File: config.mk
export PLATFORM = sky130hd
export DESIGN_NAME = pc_next_unit
export DESIGN_NICKNAME = d
export VERILOG_FILES = /design/src/rtl/pc_next_unit.sv
export SDC_FILE = /design/constraint.sdc
export NUM_CORES = 1
export LEC_CHECK = 0
export ABC_AREA = 0
export CAP_MARGIN = 30
export CORE_MARGIN = 5
export CORE_UTILIZATION = 41
export DETAILED_ROUTE_END_ITERATION = 8
export PLACE_DENSITY = 0.88
export REMOVE_ABC_BUFFERS = 1
export SYNTH_ARGS = -nofsm -noshare
export SYNTH_HDL_FRONTEND = slang
export SYNTH_SLANG_ARGS = --single-unit
File: constraint.sdc
create_clock -name clk -period 33.8 [get_ports clk]
set_clock_uncertainty 0.05 [all_clocks]
set_input_delay 5.07 -clock clk [delete_from_list [all_inputs] [get_ports clk]]
set_output_delay 5.07 -clock clk [all_outputs]
set_load 0.02 [all_outputs]
File: src/rtl/pc_next_unit.sv
// pc_next_unit: program-counter register and next-PC datapath for the
// single-cycle RV32 core.
//
// Contents: a generic 2:1 mux, a per-bit full adder, a ripple-carry adder
// built from those full adders, and the top module.
//
// Optional feature: define PC_JALR_LSB_CLR_EN to clear bit 0 of the adder
// result whenever operand A comes from rs1 (JALR target semantics).
// With the macro undefined, odd rs1-based targets pass through unchanged.

// Generic 2:1 mux: result = s ? input2 : input1
module pc_mux2 #(
  parameter int WIDTH = 32
) (
  input  logic [WIDTH-1:0] input1,
  input  logic [WIDTH-1:0] input2,
  input  logic             s,
  output logic [WIDTH-1:0] result
);
  assign result = s ? input2 : input1;
endmodule

// Single-bit full adder
module pc_full_adder (
  input  logic a,
  input  logic b,
  input  logic cin,
  output logic sum,
  output logic cout
);
  assign sum  = a ^ b ^ cin;
  assign cout = (a & b) | (cin & (a ^ b));
endmodule

// Ripple-carry adder; cout is the carry out of the MSB
module pc_adder #(
  parameter int WIDTH = 32
) (
  input  logic [WIDTH-1:0] augend,
  input  logic [WIDTH-1:0] addend,
  input  logic             cin,
  output logic [WIDTH-1:0] sum,
  output logic             cout
);
  logic [WIDTH:0] carry;

  assign carry[0] = cin;

  generate
    for (genvar gi = 0; gi < WIDTH; gi++) begin : g_bit
      pc_full_adder u_fa (
        .a    (augend[gi]),
        .b    (addend[gi]),
        .cin  (carry[gi]),
        .sum  (sum[gi]),
        .cout (carry[gi+1])
      );
    end
  endgenerate

  assign cout = carry[WIDTH];
endmodule

// Top: operand muxes -> adder -> 4-way next-PC select -> pc register.
// imm, mtvec and mepc are 32 bits, so BITWIDTH must stay 32.
module pc_next_unit #(
  parameter int                BITWIDTH  = 32,
  parameter logic [BITWIDTH-1:0] RST_VALUE = 32'h8000_0000
) (
  input  logic                clk,
  input  logic                rst,
  input  logic [BITWIDTH-1:0] rs1_data,
  input  logic [31:0]         imm,
  input  logic [31:0]         mtvec,
  input  logic [31:0]         mepc,
  input  logic [1:0]          pc_sel,
  input  logic [1:0]          adder_sel,
  output logic [BITWIDTH-1:0] pc
);
  logic [BITWIDTH-1:0] pc_reg;
  logic [BITWIDTH-1:0] pc_next;
  logic [BITWIDTH-1:0] op_a;
  logic [BITWIDTH-1:0] op_b;
  logic [BITWIDTH-1:0] adder_sum;
  logic [BITWIDTH-1:0] adder_target;
  logic                unused_cout;

  // Operand A: current pc for PC-relative flow, rs1 for JALR
  pc_mux2 #(.WIDTH(BITWIDTH)) u_mux_a (
    .input1 (pc_reg),
    .input2 (rs1_data),
    .s      (adder_sel[1]),
    .result (op_a)
  );

  // Operand B: sequential increment of 4, or the immediate
  pc_mux2 #(.WIDTH(BITWIDTH)) u_mux_b (
    .input1 (BITWIDTH'(4)),
    .input2 (imm),
    .s      (adder_sel[0]),
    .result (op_b)
  );

  // Carry-in unused here; carry-out is dropped since wrap-around is silent
  pc_adder #(.WIDTH(BITWIDTH)) u_adder (
    .augend (op_a),
    .addend (op_b),
    .cin    (1'b0),
    .sum    (adder_sum),
    .cout   (unused_cout)
  );

`ifdef PC_JALR_LSB_CLR_EN
  // rs1-based targets get bit 0 cleared, as JALR requires
  assign adder_target = adder_sel[1] ? {adder_sum[BITWIDTH-1:1], 1'b0} : adder_sum;
`else
  assign adder_target = adder_sum;
`endif

  // Next-PC select; the reserved code 2'b10 falls back to the adder result
  always_comb begin
    pc_next = adder_target;
    case (pc_sel)
      2'b01:   pc_next = mtvec;
      2'b11:   pc_next = mepc;
      default: pc_next = adder_target;
    endcase
  end

  // PC register: reset vector wins over every select value
  always_ff @(posedge clk) begin
    if (rst) begin
      pc_reg <= RST_VALUE;
    end else begin
      pc_reg <= pc_next;
    end
  end

  assign pc = pc_reg;
endmodule

After elaboration in Yosys (flattened, before gate mapping)
Cells that the tools add are included.
{"block": "word_totals", "ff_bits": 32, "in_bits": 134, "out_inout_bits": 32, "word_cells": 160}
{"block": "classes", "n_eq_ne": 2, "mux": 3, "bitwise_logic": 154}
{"cell": "32-bit 2-to-1 mux", "n": 2}
{"cell": "32-bit case mux with 2 select lines", "n": 1}
{"cell": "1-bit XOR", "n": 63}
{"cell": "1-bit bitwise AND", "n": 61}
{"cell": "1-bit OR", "n": 30}
{"cell": "2-bit by 1-bit equality test with 1-bit output, second input constant", "n": 1}
{"cell": "2-bit equality test, second input constant", "n": 1}

Longest topological paths before layout
Gate-level depths: netlist (run 1).
{"block": "depth", "depth_word": 64, "ltp_mapped": 41, "mapped_depth_nobuf": 39}

Modules after synthesis
A second synthesis (run 1) with hierarchy kept.
{"block": "hier_totals", "hier_cells": 250, "hier_area_um2": 3179.3}
{"mod": "pc_next_unit", "n_inst": 1, "cells_per_inst": 146, "area_each_um2": 1450.1}
{"mod": "pc_mux2", "n_inst": 2, "cells_per_inst": 36, "area_each_um2": 544.3}
{"mod": "pc_full_adder", "n_inst": 32, "cells_per_inst": 1, "area_each_um2": 20.0}

Least setup slack after synthesis (run 1)
Ideal clock, no wire load.
{"block": "synth_timing", "path_type": "input to register", "from": "input adder_sel[1]", "to": "register pc_reg[31] (netlist: pc[31])", "setup_time_ns": 0.132, "t_arrival_ns": 17.639, "required_time_ns": 33.618, "slack_ns": 15.980, "cell_stages": 41, "cell_sequence": "buf_4 -> buf_2 -> mux2_2 -> ha_1 -> inv_1 -> fa_1 -> fa_1 -> fa_1 -> inv_1 -> fa_1 -> fa_1 -> fa_1 -> fa_1 -> fa_1 -> fa_1 -> fa_1 -> fa_1 -> fa_1 -> (+5 left out) -> fa_1 -> fa_1 -> fa_1 -> fa_1 -> fa_1 -> fa_1 -> fa_1 -> fa_1 -> fa_1 -> fa_1 -> inv_1 -> fa_1 -> inv_1 -> fa_1 -> fa_1 -> nand3b_1 -> a2111oi_0 -> nor3b_1"}
{"block": "synth_via", "elab_chain_cells": 64}
{"item": "from (decl)", "line": "77", "source": "input logic [1:0] adder_sel,"}
{"item": "32-bit 2-to-1 mux (*)", "line": "20", "source": "assign result = s ? input2 : input1;"}
{"item": "1-bit bitwise AND or 1-bit XOR (tied branches)", "line": "32", "source": "assign cout = (a & b) | (cin & (a ^ b));"}
{"item": "1-bit bitwise AND", "line": "32"}
{"item": "1-bit OR", "line": "32"}
{"item": "1-bit bitwise AND", "line": "32"}
{"item": "1-bit OR", "line": "32"}
{"item": "1-bit bitwise AND", "line": "32"}
{"item": "1-bit OR", "line": "32"}
{"item": "(+48 left out)"}
{"item": "1-bit bitwise AND", "line": "32"}
{"item": "1-bit OR", "line": "32"}
{"item": "1-bit bitwise AND", "line": "32"}
{"item": "1-bit OR", "line": "32"}
{"item": "1-bit bitwise AND", "line": "32"}
{"item": "1-bit OR", "line": "32"}
{"item": "1-bit XOR (*)", "line": "31", "source": "assign sum = a ^ b ^ cin;"}
{"item": "32-bit case mux with 2 select lines (*)", "line": "123", "source": "case (pc_sel)"}
{"item": "to (signal assigned)", "line": "135", "source": "pc_reg <= pc_next;"}
{"item": "to (decl)", "line": "80", "source": "logic [BITWIDTH-1:0] pc_reg;"}
Every way passes the cells marked *; elsewhere a longest branch is shown, timed or not.
A chain may end at the register's enable or synchronous reset.

Worst setup path in the final report (run 1)
Same ends and word-level chain as after synthesis.

==> summary.md, run 1 <==
| Metric | Value |
|---|---|
| Post-synthesis sequential area ratio | 23.75% |
| Root Driver | clkbuf_8 |
| CTS Buf Count | 5 |
| Critical path launch point type | primary input |
| Final net count | 575 |
| Number of setup buffers added after CTS | 0 |
| Final setup viols | 0 |
| Final hold vios | 0 |
| Outcome | finished, final reports clean |
| Most used cell, CP | fa_1 |
| Worst setup margin | 15.24 ns |
| Synthesized instance count | 257 |
| Drt drc | 0 |
| First-pass GRT wire length | 13420 um |
| Crit. End Element | flop |
| Worst path slowest cell | buf_2 |
| Vias in the first global route | 2849 |
| DR pass1 iterations | 4 |
| Register bit total from synthesis | 32 |
| Clk pin slew, worst setup/hold paths | 0.06 ns |
| CTS H-tree depth | 2 |
| Place WS | 14.92 ns |
| GPL Wtd Cong | 0.7971 |
| Max stage delay on crit path | 0.62 ns |
| Critical path startpoint | adder_sel[1] |
| Initial Util | 42.24% |
| CTS Sinks | 32 |
| Static leakage | 1.792 nW |
| Async S/R FF share, synth | 0% |
| Ant. Diodes | 0 |
| Fmax | 53.89 MHz |
| Total global routing overflow | 0 |
| R2r setup slk | 20.52 ns |
| Clk buf depth | 2 |
| Post-synth top area cell | dfxtp_1 |
| Worst min-delay path class | reg2reg |
| Vias after detailed routing | 2509 |
| CTS tree | built |
| Syn avg cell area | 10.50 um^2 |
| Overall global routing resource usage | 20.04% |
| Post-Route WL | 8438 um |
| WP data arrival | 18.66 ns |
| Syn Std Cell Area | 2698 um^2 |
| Post-route ant nets | 0 |
| Reg2reg start | pc[0]$_SDFF_PP0_ |
| Hold-fix buffers at CTS | 0 |
| Final period utilization | 54.90% |
| VDD IR max | 0.01619 mV |
| Top Ports | 166 |
| Setup TNS | 0 ns |
| Hold Crit Start | pc[31]$_SDFF_PP1_ |
| Post-cts sizing count | 0 |
| WL per Instance | 17.40 um |
| Die Area | 8302 um^2 |
| RSZ-0062 raised after global routing | false |
| Post-DR vias/cell | 5.173 |
| Ranking of synthesized cells by area | dfxtp_1 24%, fa_1 22%, mux2_2 12%, mux2i_1 12%, a211oi_1 7.5% |
| Final slew viol count | 0 |
| Worst skew pair latency | 0.28 ns |
| Unique masters post-synth | 25 |
| Detailed placement HPWL | 6821 um |
| Total core area | 6386 um^2 |
| Die W | 91.12 um |
| Port Buffers | 165 |
| # Max-Cap Violations | 0 |
| Rel. slew slack | 37.40% |
| Iter 0 DRT Violations | 66 |
| Worst-margin pin slew | 0.9390 ns |
| Synth Flop Type | dfxtp_1 |
| Tmin final | 18.56 ns |
| Yosys warns | 0 |
| Initial antenna violation count | 0 |
| Die height | 91.12 um |
| Share of cells above drive strength 1 | 11.52% |
| Row cnt | 29 |
| # fillers | 529 |
| Top cell type's share of synthesized area | 23.75% |
| Setup Crit Path Kind | in2reg |
| Pwr Density | 29.74 nW/um^2 |
| Number of synthesized flops with an enable pin | 0 |
| Pwr Total | 0.1311 mW |
| Worst-path fanout max | 32 |
| Layout area overhead | 63.40% |
| Largest net degree at the start of global routing | 35 |
| Core Util, Final | 69.02% |
| CP Data Required Time | 33.90 ns |
| Max reg flops | 32 |
[final timing paths]
check        depth (start not counted)           endpoint
min                                  3  pc[31]$_SDFF_PP1_
max reg2reg                         39  pc[31]$_SDFF_PP1_
min reg2reg                          3  pc[31]$_SDFF_PP1_
max                                 40  pc[31]$_SDFF_PP1_
[final cells by class]
class                      instances  area (um^2)  share of cell area (%)
inverter                           4        15.01                  0.3406
multi-input combinational        199         1908                   43.29
clock buffer                       5        68.82                   1.561
timing repair buffer             168         1679                   38.09
tap                               77        96.34                   2.186
sequential                        32        640.6                   14.53
[worst max-delay path: cells and delay by family]
family          cells  cell delay, ns
compound gates      1            0.46
fa+ha+maj          31           11.52
mux                 1            0.42
buf+inv             5            0.89
simple gates        2            0.29
[metal layers]
layer	routed length [um]	up-vias	part of all wire, %	global-route usage, %
li1	-	1190	-	-
met1	3043	1194	36	20.90
met2	4487	114	53	37.86
met4	120	0	1.4	5.501
met3	786	11	9.3	6.777
met5	0	-	0	0
[report_power, final]
part	switching, mW	leakage, nW	internal, mW
clock network	0.0130	0.0359	0.0133
registers	0.00209	0.267	0.0421
logic	0.0257	1.49	0.0350
[Yosys cell counts, drive strengths merged, types with 2 or more instances]
| cell type | number |
|---|---|
| a211oi | 27 |
| inv | 4 |
| clkbuf | 9 |
| and2 | 27 |
| mux2i | 32 |
| nand2 | 3 |
| dfxtp | 32 |
| fa | 30 |
| nor2 | 36 |
| a21oi | 4 |
| buf | 13 |
| nor3b | 2 |
| mux2 | 32 |
[cell usage in the layout, fill, tap and decap left out, types with 2 or more instances in the layout]
master | netlist | routed
clkdlybuf4s50_1 | 0 | 162
nor2_1 | 36 | 36
mux2i_1 | 32 | 32
dfxtp_1 | 32 | 32
fa_1 | 30 | 30
mux2_2 | 29 | 29
and2_1 | 27 | 27
a211oi_1 | 27 | 27
clkbuf_8 | 0 | 5
inv_1 | 4 | 4
nand2_1 | 3 | 3
mux2_4 | 3 | 3
a21oi_2 | 3 | 3
buf_2 | 7 | 3
nor3b_1 | 2 | 2
buf_4 | 1 | 2
[cell families after synthesis]
kind of cell,count (synthesis),share of synthesized area [%]
AND/OR/NAND/NOR,71,12.99
multiplexers,64,25.65
AO/OA/AOI/OAI,33,9.369
flip-flops,32,23.75
adder cells (fa/ha/maj),31,22.73
buffers and inverters,26,5.519
[metrics by stage]
stage,cells,area [um^2],hold slack [ns]
after floorplan,235,2564,0.7370
after global placement,479,4312,0.6317
after detailed placement,480,4339,0.7040
after CTS,485,4408,0.7240
after global routing,485,4408,0.8059
final,485,4408,0.7358
No activity file was read; power rests on OpenSTA's default activity.
==> run 2: changes to the inputs <==
--- a/config.mk
+++ b/config.mk
@@ -8,9 +8,9 @@
 export ABC_AREA = 0
 export CAP_MARGIN = 30
 export CORE_MARGIN = 5
-export CORE_UTILIZATION = 41
+export CORE_UTILIZATION = 34
 export DETAILED_ROUTE_END_ITERATION = 8
-export PLACE_DENSITY = 0.88
+export PLACE_DENSITY = 0.78
 export REMOVE_ABC_BUFFERS = 1
 export SYNTH_ARGS = -nofsm -noshare
 export SYNTH_HDL_FRONTEND = slang
==> constraint.sdc (replaced) <==
create_clock -name clk -period 16.46 [get_ports clk]
set_clock_uncertainty 0.05 [all_clocks]
set_input_delay 2.469 -clock clk [delete_from_list [all_inputs] [get_ports clk]]
set_output_delay 2.469 -clock clk [all_outputs]
set_load 0.02 [all_outputs]
==> summary.md, run 2 (same netlist as run 1, synthesis figures left out) <==
| Metric | Value |
|---|---|
| Rel. slew slack | 58.12% (+21 points) |
| Port Buffers | 165 (unchanged) |
| Clk buf depth | 2 (unchanged) |
| RSZ-0062 raised after global routing | false |
| Overall global routing resource usage | 17.65% (-2.4 points) |
| Final hold vios | 0 (unchanged) |
| Detailed placement HPWL | 7002 um (+2.6%) |
| WP data arrival | 15.59 ns (-3.07 ns) |
| Row cnt | 32 (+10%) |
| Total core area | 7727 um^2 (+21%) |
| Static leakage | 1.817 nW (+1.3%) |
| Hold path endpoint | pc[31]$_SDFF_PP1_ |
| Final setup viols | 0 (unchanged) |
| Outcome | finished, final reports clean |
| Setup Crit Path Kind | in2reg |
| Post-route ant nets | 0 (unchanged) |
| R2r setup slk | 3.24 ns (-17.28 ns) |
| Vias in the first global route | 2851 (+0.070%) |
| Post-DR vias/cell | 4.788 (-7.4%) |
| Max stage delay on crit path | 0.47 ns (-0.15 ns) |
| Reg2Reg Capture Point | pc[31]$_SDFF_PP1_ |
| Setup TNS | 0 ns (unchanged) |
| CTS tree | built |
| GPL Wtd Cong | 0.7878 (-1.2%) |
| Number of setup buffers added after CTS | 0 (unchanged) |
| Fmax | 64.56 MHz |
| Ant. Diodes | 0 (unchanged) |
| Most used cell, CP | fa_1 |
| Vias after detailed routing | 2466 (-1.7%) |
| Die height | 99.08 um (+8.7%) |
| Crit. End Element | flop |
| Worst setup margin | 0.9710 ns (-14.27 ns) |
| Final slew viol count | 0 (unchanged) |
| Core Util, Final | 58.01% (-11 points) |
| Pwr Density | 61.27 nW/um^2 (+110%) |
| Post-Route WL | 8648 um (+2.5%) |
| Initial antenna violation count | 0 (unchanged) |
| Total global routing overflow | 0 (unchanged) |
| Share of cells above drive strength 1 | 12.35% (+0.83 points) |
| Worst skew pair latency | 0.28 ns (about the same) |
| Final net count | 578 (+0.52%) |
| Worst path slowest cell | fa_1 |
| VDD IR max | 0.02559 mV (+58%) |
| Worst-path fanout max | 2 (-94%) |
| Initial Util | 34.91% (-7.3 points) |
| CTS Buf Count | 5 (unchanged) |
| DR pass1 iterations | 4 (unchanged) |
| Clk pin slew, worst setup/hold paths | 0.07 ns (about the same) |
| DP Area | 4378 um^2 (+0.89%) |
| Hold Crit Start | pc[31]$_SDFF_PP1_ |
| Place WS | 0.6031 ns (-14.31 ns) |
| CP Data Required Time | 16.56 ns (-17.34 ns) |
| Worst-margin pin slew | 0.6282 ns (-0.3109 ns) |
| Worst min-delay path class | reg2reg |
| Final period utilization | 94.10% |
| Hold-fix buffers at CTS | 0 (unchanged) |
| WL per Instance | 16.79 um (-3.5%) |
| Pwr Total | 0.2747 mW (+110%) |
| Max reg flops | 32 (unchanged) |
| Largest net degree at the start of global routing | 36 (+2.9%) |
| Worst path bufs/invs | 5 (unchanged) |
| Reg2reg start | pc[0]$_SDFF_PP0_ |
| Root Driver | clkbuf_8 |
| Tmin final | 15.49 ns |
| Post-cts sizing count | 0 (unchanged) |
| Drt drc | 0 (unchanged) |
| Fin area | 4483 um^2 (+1.7%) |
| Die W | 99.08 um (+8.7%) |
| CP delay by family, top | adder cells |
| First-pass GRT wire length | 13940 um (+3.9%) |
| Hold Crit Depth | 3 (unchanged) |
| Iter 0 DRT Violations | 49 (-26%) |
| Most common cell after layout, fill and taps aside | clkdlybuf4s50_1 |
| CTS Sinks | 32 (unchanged) |
| Critical path launch point type | primary input |
| # fillers | 678 (+28%) |
| Die Area | 9816 um^2 (+18%) |
| Layout area overhead | 66.19% |
| Top Ports | 166 (unchanged) |
| CTS H-tree depth | 2 (unchanged) |
| # Max-Cap Violations | 0 (unchanged) |
| Cell depth of the worst flop-to-flop path | 39 (unchanged) |
| Commonest cells after routing, fill and taps aside | 162 x clkdlybuf4s50_1, 36 x nor2_1, 32 x mux2i_1, 32 x dfxtp_1, 30 x fa_1 |
-- run 2: cell count changes in the layout (fill, tap and decap cells not counted) --
cell      before  now
buf_4          2    4
clkinv_2       0    1
buf_12         0    1
clkbuf_1       0    1
-- run 2: area by class of cell --
cell class | instances | area (um^2) | share of cell area (%)
Clock buffer | 6 | 72.57 | 1.619
Clock inverter | 1 | 5.005 | 0.1116
Inverter | 4 | 15.01 | 0.3349
Multi-Input combinational cell | 199 | 1908 | 42.56
Sequential cell | 32 | 640.6 | 14.29
Tap cell | 102 | 127.6 | 2.847
Timing Repair Buffer | 171 | 1714 | 38.24
-- run 2: metal layers --
| metal | GRT usage (%) | wire length [um] |
|---|---|---|
| met5 | 0 | 0 |
| met4 | 4.202 | 95 |
| met3 | 5.945 | 818 |
| met2 | 31.10 | 4310 |
| met1 | 20.59 | 3424 |
-- run 2: worst max-delay path by stage --
| stage | depth (start not counted) | end | startpoint |
|---|---|---|---|
| after global placement | 40 | pc[31]$_SDFF_PP1_ | rs1_data[0] |
| after detailed placement | 40 | pc[31]$_SDFF_PP1_ | rs1_data[0] |
| final | 40 | pc[31]$_SDFF_PP1_ | rs1_data[0] |
| after CTS | 40 | pc[31]$_SDFF_PP1_ | rs1_data[0] |
| after floorplan | 39 | pc[31]$_SDFF_PP1_ | adder_sel[1] |
| after global routing | 38 | pc[31]$_SDFF_PP1_ | adder_sel[0] |
-- run 2: stage by stage --
step | hold slack, ns | std cells
floorplan | 0.7370 | 235
global placement | 0.6332 | 506
detailed placement | 0.6608 | 507
CTS | 0.6755 | 514
global route | 0.7440 | 515
finish | 0.6691 | 515
-- run 2: worst register-to-register path: cells and delay by family, from the launching register on --
family          cells  cell delay [ns]
fa+ha+maj          31            11.45
compound gates      1             0.47
flops               1             0.31
simple gates        2             0.28
mux                 1             0.26
buf+inv             4             0.25
-- run 2: where the power goes --
group	leakage [nW]	switching, mW	internal [mW]	total, mW
Clock	0.0410	0.0295	0.0288	0.0583
Combinational	1.51	0.0531	0.0725	0.126
Sequential	0.267	0.00441	0.0864	0.0908
Total	1.82	0.0870	0.188	0.275
==> run 3: changes to the inputs <==
--- a/config.mk
+++ b/config.mk
@@ -8,9 +8,9 @@
 export ABC_AREA = 0
 export CAP_MARGIN = 30
 export CORE_MARGIN = 5
-export CORE_UTILIZATION = 34
+export CORE_UTILIZATION = 38
 export DETAILED_ROUTE_END_ITERATION = 8
-export PLACE_DENSITY = 0.78
+export PLACE_DENSITY = 0.82
 export REMOVE_ABC_BUFFERS = 1
 export SYNTH_ARGS = -nofsm -noshare
 export SYNTH_HDL_FRONTEND = slang
==> constraint.sdc (replaced) <==
create_clock -name clk -period 16.9 [get_ports clk]
set_clock_uncertainty 0.05 [all_clocks]
set_input_delay 2.535 -clock clk [delete_from_list [all_inputs] [get_ports clk]]
set_output_delay 2.535 -clock clk [all_outputs]
set_load 0.02 [all_outputs]
==> summary.md, run 3 (same netlist as run 1, synthesis figures left out) <==
| Metric | Value |
|---|---|
| Die height | 94.26 um (-4.9%) |
| First-pass GRT wire length | 13410 um (-3.9%) |
| Initial Util | 39.27% (+4.4 points) |
| Worst path slowest cell | fa_1 |
| Detailed placement HPWL | 6749 um (-3.6%) |
| Multi-input logic area | 1908 um^2 (unchanged) |
| Switching pwr | 0.08551 mW (-1.7%) |
| Cell-internal power | 0.1883 mW (+0.31%) |
| Setup Crit Path Kind | in2reg |
| Worst skew pair latency | 0.28 ns (about the same) |
| Most common cell after layout, fill and taps aside | clkdlybuf4s50_1 |
| Share of cells above drive strength 1 | 12.11% (-0.24 points) |
| Hold-fix buffers at CTS | 0 (unchanged) |
| Final setup viols | 0 (unchanged) |
| Die Area | 8884 um^2 (-9.5%) |
| Global route hottest layer | met2 |
| Static leakage | 1.812 nW (-0.27%) |
| GRT met3 Usage | 6.410% (+0.47 points) |
| Final hold vios | 0 (unchanged) |
| Vias in the first global route | 2793 (-2.0%) |
| Root Driver | clkbuf_8 |
| CTS Sinks | 32 (unchanged) |
| Overall global routing resource usage | 19.30% (+1.7 points) |
| Commonest cells after routing, fill and taps aside | 162 x clkdlybuf4s50_1, 36 x nor2_1, 32 x mux2i_1, 32 x dfxtp_1, 30 x fa_1 |
| Max reg flops | 32 (unchanged) |
| Number of setup buffers added after CTS | 0 (unchanged) |
| Port Buffers | 165 (unchanged) |
| Layout area overhead | 65.63% |
| Setup TNS | 0 ns (unchanged) |
| Final net count | 577 (-0.17%) |
| Post-cts sizing count | 0 (unchanged) |
| CTS tree | built |
| Die W | 94.26 um (-4.9%) |
| Worst min-delay path class | reg2reg |
| Worst path bufs/invs | 5 (unchanged) |
| R2r setup slk | 3.66 ns (+0.42 ns) |
| Fmax | 64.13 MHz |
| Vias after detailed routing | 2539 (+3.0%) |
| CP delay by family, top | adder cells |
| Worst-path fanout max | 2 (unchanged) |
| Post-route ant nets | 0 (unchanged) |
| # Max-Cap Violations | 0 (unchanged) |
| Total core area | 6869 um^2 (-11%) |
| Clk buf depth | 2 (unchanged) |
| Worst-margin pin slew | 0.6657 ns (+0.03752 ns) |
| Iter 0 DRT Violations | 66 (+35%) |
| WL per Instance | 16.77 um (-0.11%) |
| CTS H-tree depth | 2 (unchanged) |
| FF+latch area | 640.6 um^2 (unchanged) |
| Final slew viol count | 0 (unchanged) |
| Clock power frac | 22.8% (+1.6 points) |
| Met1 global-route usage | 22.33% (+1.7 points) |
| RSZ-0062 raised after global routing | false |
| GPL Wtd Cong | 0.7645 (-3.0%) |
| Post-Route WL | 8538 um (-1.3%) |
| Initial antenna violation count | 0 (unchanged) |
| Clk pin slew, worst setup/hold paths | 0.07 ns (about the same) |
| Ant. Diodes | 0 (unchanged) |
| Sw Ratio | 31.23% (-0.43 points) |
| Comb power frac | 44.9% (-0.8 points) |
| DP Area | 4350 um^2 (-0.63%) |
| DR pass1 iterations | 4 (unchanged) |
| Max stage delay on crit path | 0.47 ns (about the same) |
| Final period utilization | 92.26% |
| Drt drc | 0 (unchanged) |
| Outcome | finished, final reports clean |
| Tmin final | 15.59 ns |
| Global Route met2 Usage | 34.04% (+2.9 points) |
| Hold Slack | 0.6843 ns (+0.01523 ns) |
| Most used cell, CP | fa_1 |
| # fillers | 579 (-15%) |
| CP Data Required Time | 17.01 ns (+0.45 ns) |
| Total global routing overflow | 0 (unchanged) |
| Fin area | 4468 um^2 (-0.33%) |
| Top Ports | 166 (unchanged) |
| Crit. End Element | flop |
| Sequential share of power | 32.3% (-0.8 points) |
| Critical path launch point type | primary input |
| VDD IR max | 0.02721 mV (+6.3%) |
| Pwr Density | 61.28 nW/um^2 (about the same) |
| Row cnt | 30 (-6.3%) |
| CTS Buf Count | 5 (unchanged) |
| Rel. slew slack | 55.62% (-2.5 points) |
| Post-DR vias/cell | 4.988 (+4.2%) |
| WP data arrival | 15.70 ns (+0.11 ns) |
| Largest net degree at the start of global routing | 66 (+83%) |
[run 3: area by class of cell]
type,count,share of cell area [%]
timing repair buffer,170,37.92
multi-input combinational,199,42.71
tap,96,2.688
inverter,4,0.3360
clock buffer,8,2.016
sequential,32,14.34
[run 3: power by group through the flow]
stage	Sequential, mW	Combinational (mW)	Clock (mW)
floorplan	0.100	0.0454	0
global placement	0.0896	0.120	0
detailed placement	0.0901	0.123	0
CTS	0.0885	0.124	0.0646
global route	0.0896	0.135	0.0681
finish	0.0884	0.123	0.0624
[run 3: worst paths after layout]
path / cells past startpoint / from / end
worst max register to register: 39 / pc[0]$_SDFF_PP0_ / pc[31]$_SDFF_PP1_
worst min register to register: 3 / pc[31]$_SDFF_PP1_ / pc[31]$_SDFF_PP1_
worst min-delay path: 3 / pc[31]$_SDFF_PP1_ / pc[31]$_SDFF_PP1_
worst max-delay path: 40 / rs1_data[0] / pc[31]$_SDFF_PP1_
[run 3: tightest hold or removal path, cell delays in order, from the launching register on]
cell	delay, ns
dfxtp_1	0.33
mux2i_1	0.08
nand4_1	0.08
nor3b_1	0.18
[run 3: stage by stage]
stage | utilization [%] | instances | total power [mW] | setup WS, ns
6_report | 65.05 | 509 | 0.2738 | 1.308
4_1_cts | 64.64 | 508 | 0.2769 | 1.294
2_1_floorplan | - | 235 | 0.1457 | 1.960
5_1_grt | 65.05 | 509 | 0.2925 | 0.8142
3_5_place_dp | 63.33 | 500 | 0.2131 | 1.000
3_3_place_gp | 63.33 | 500 | 0.2094 | 1.263
[run 3: per-layer routing]
metal  wire, um  up-vias
li1           -     1202
met1       3238     1201
met2       4258      123
met3        878       13
met4        163        0
met5          0        -
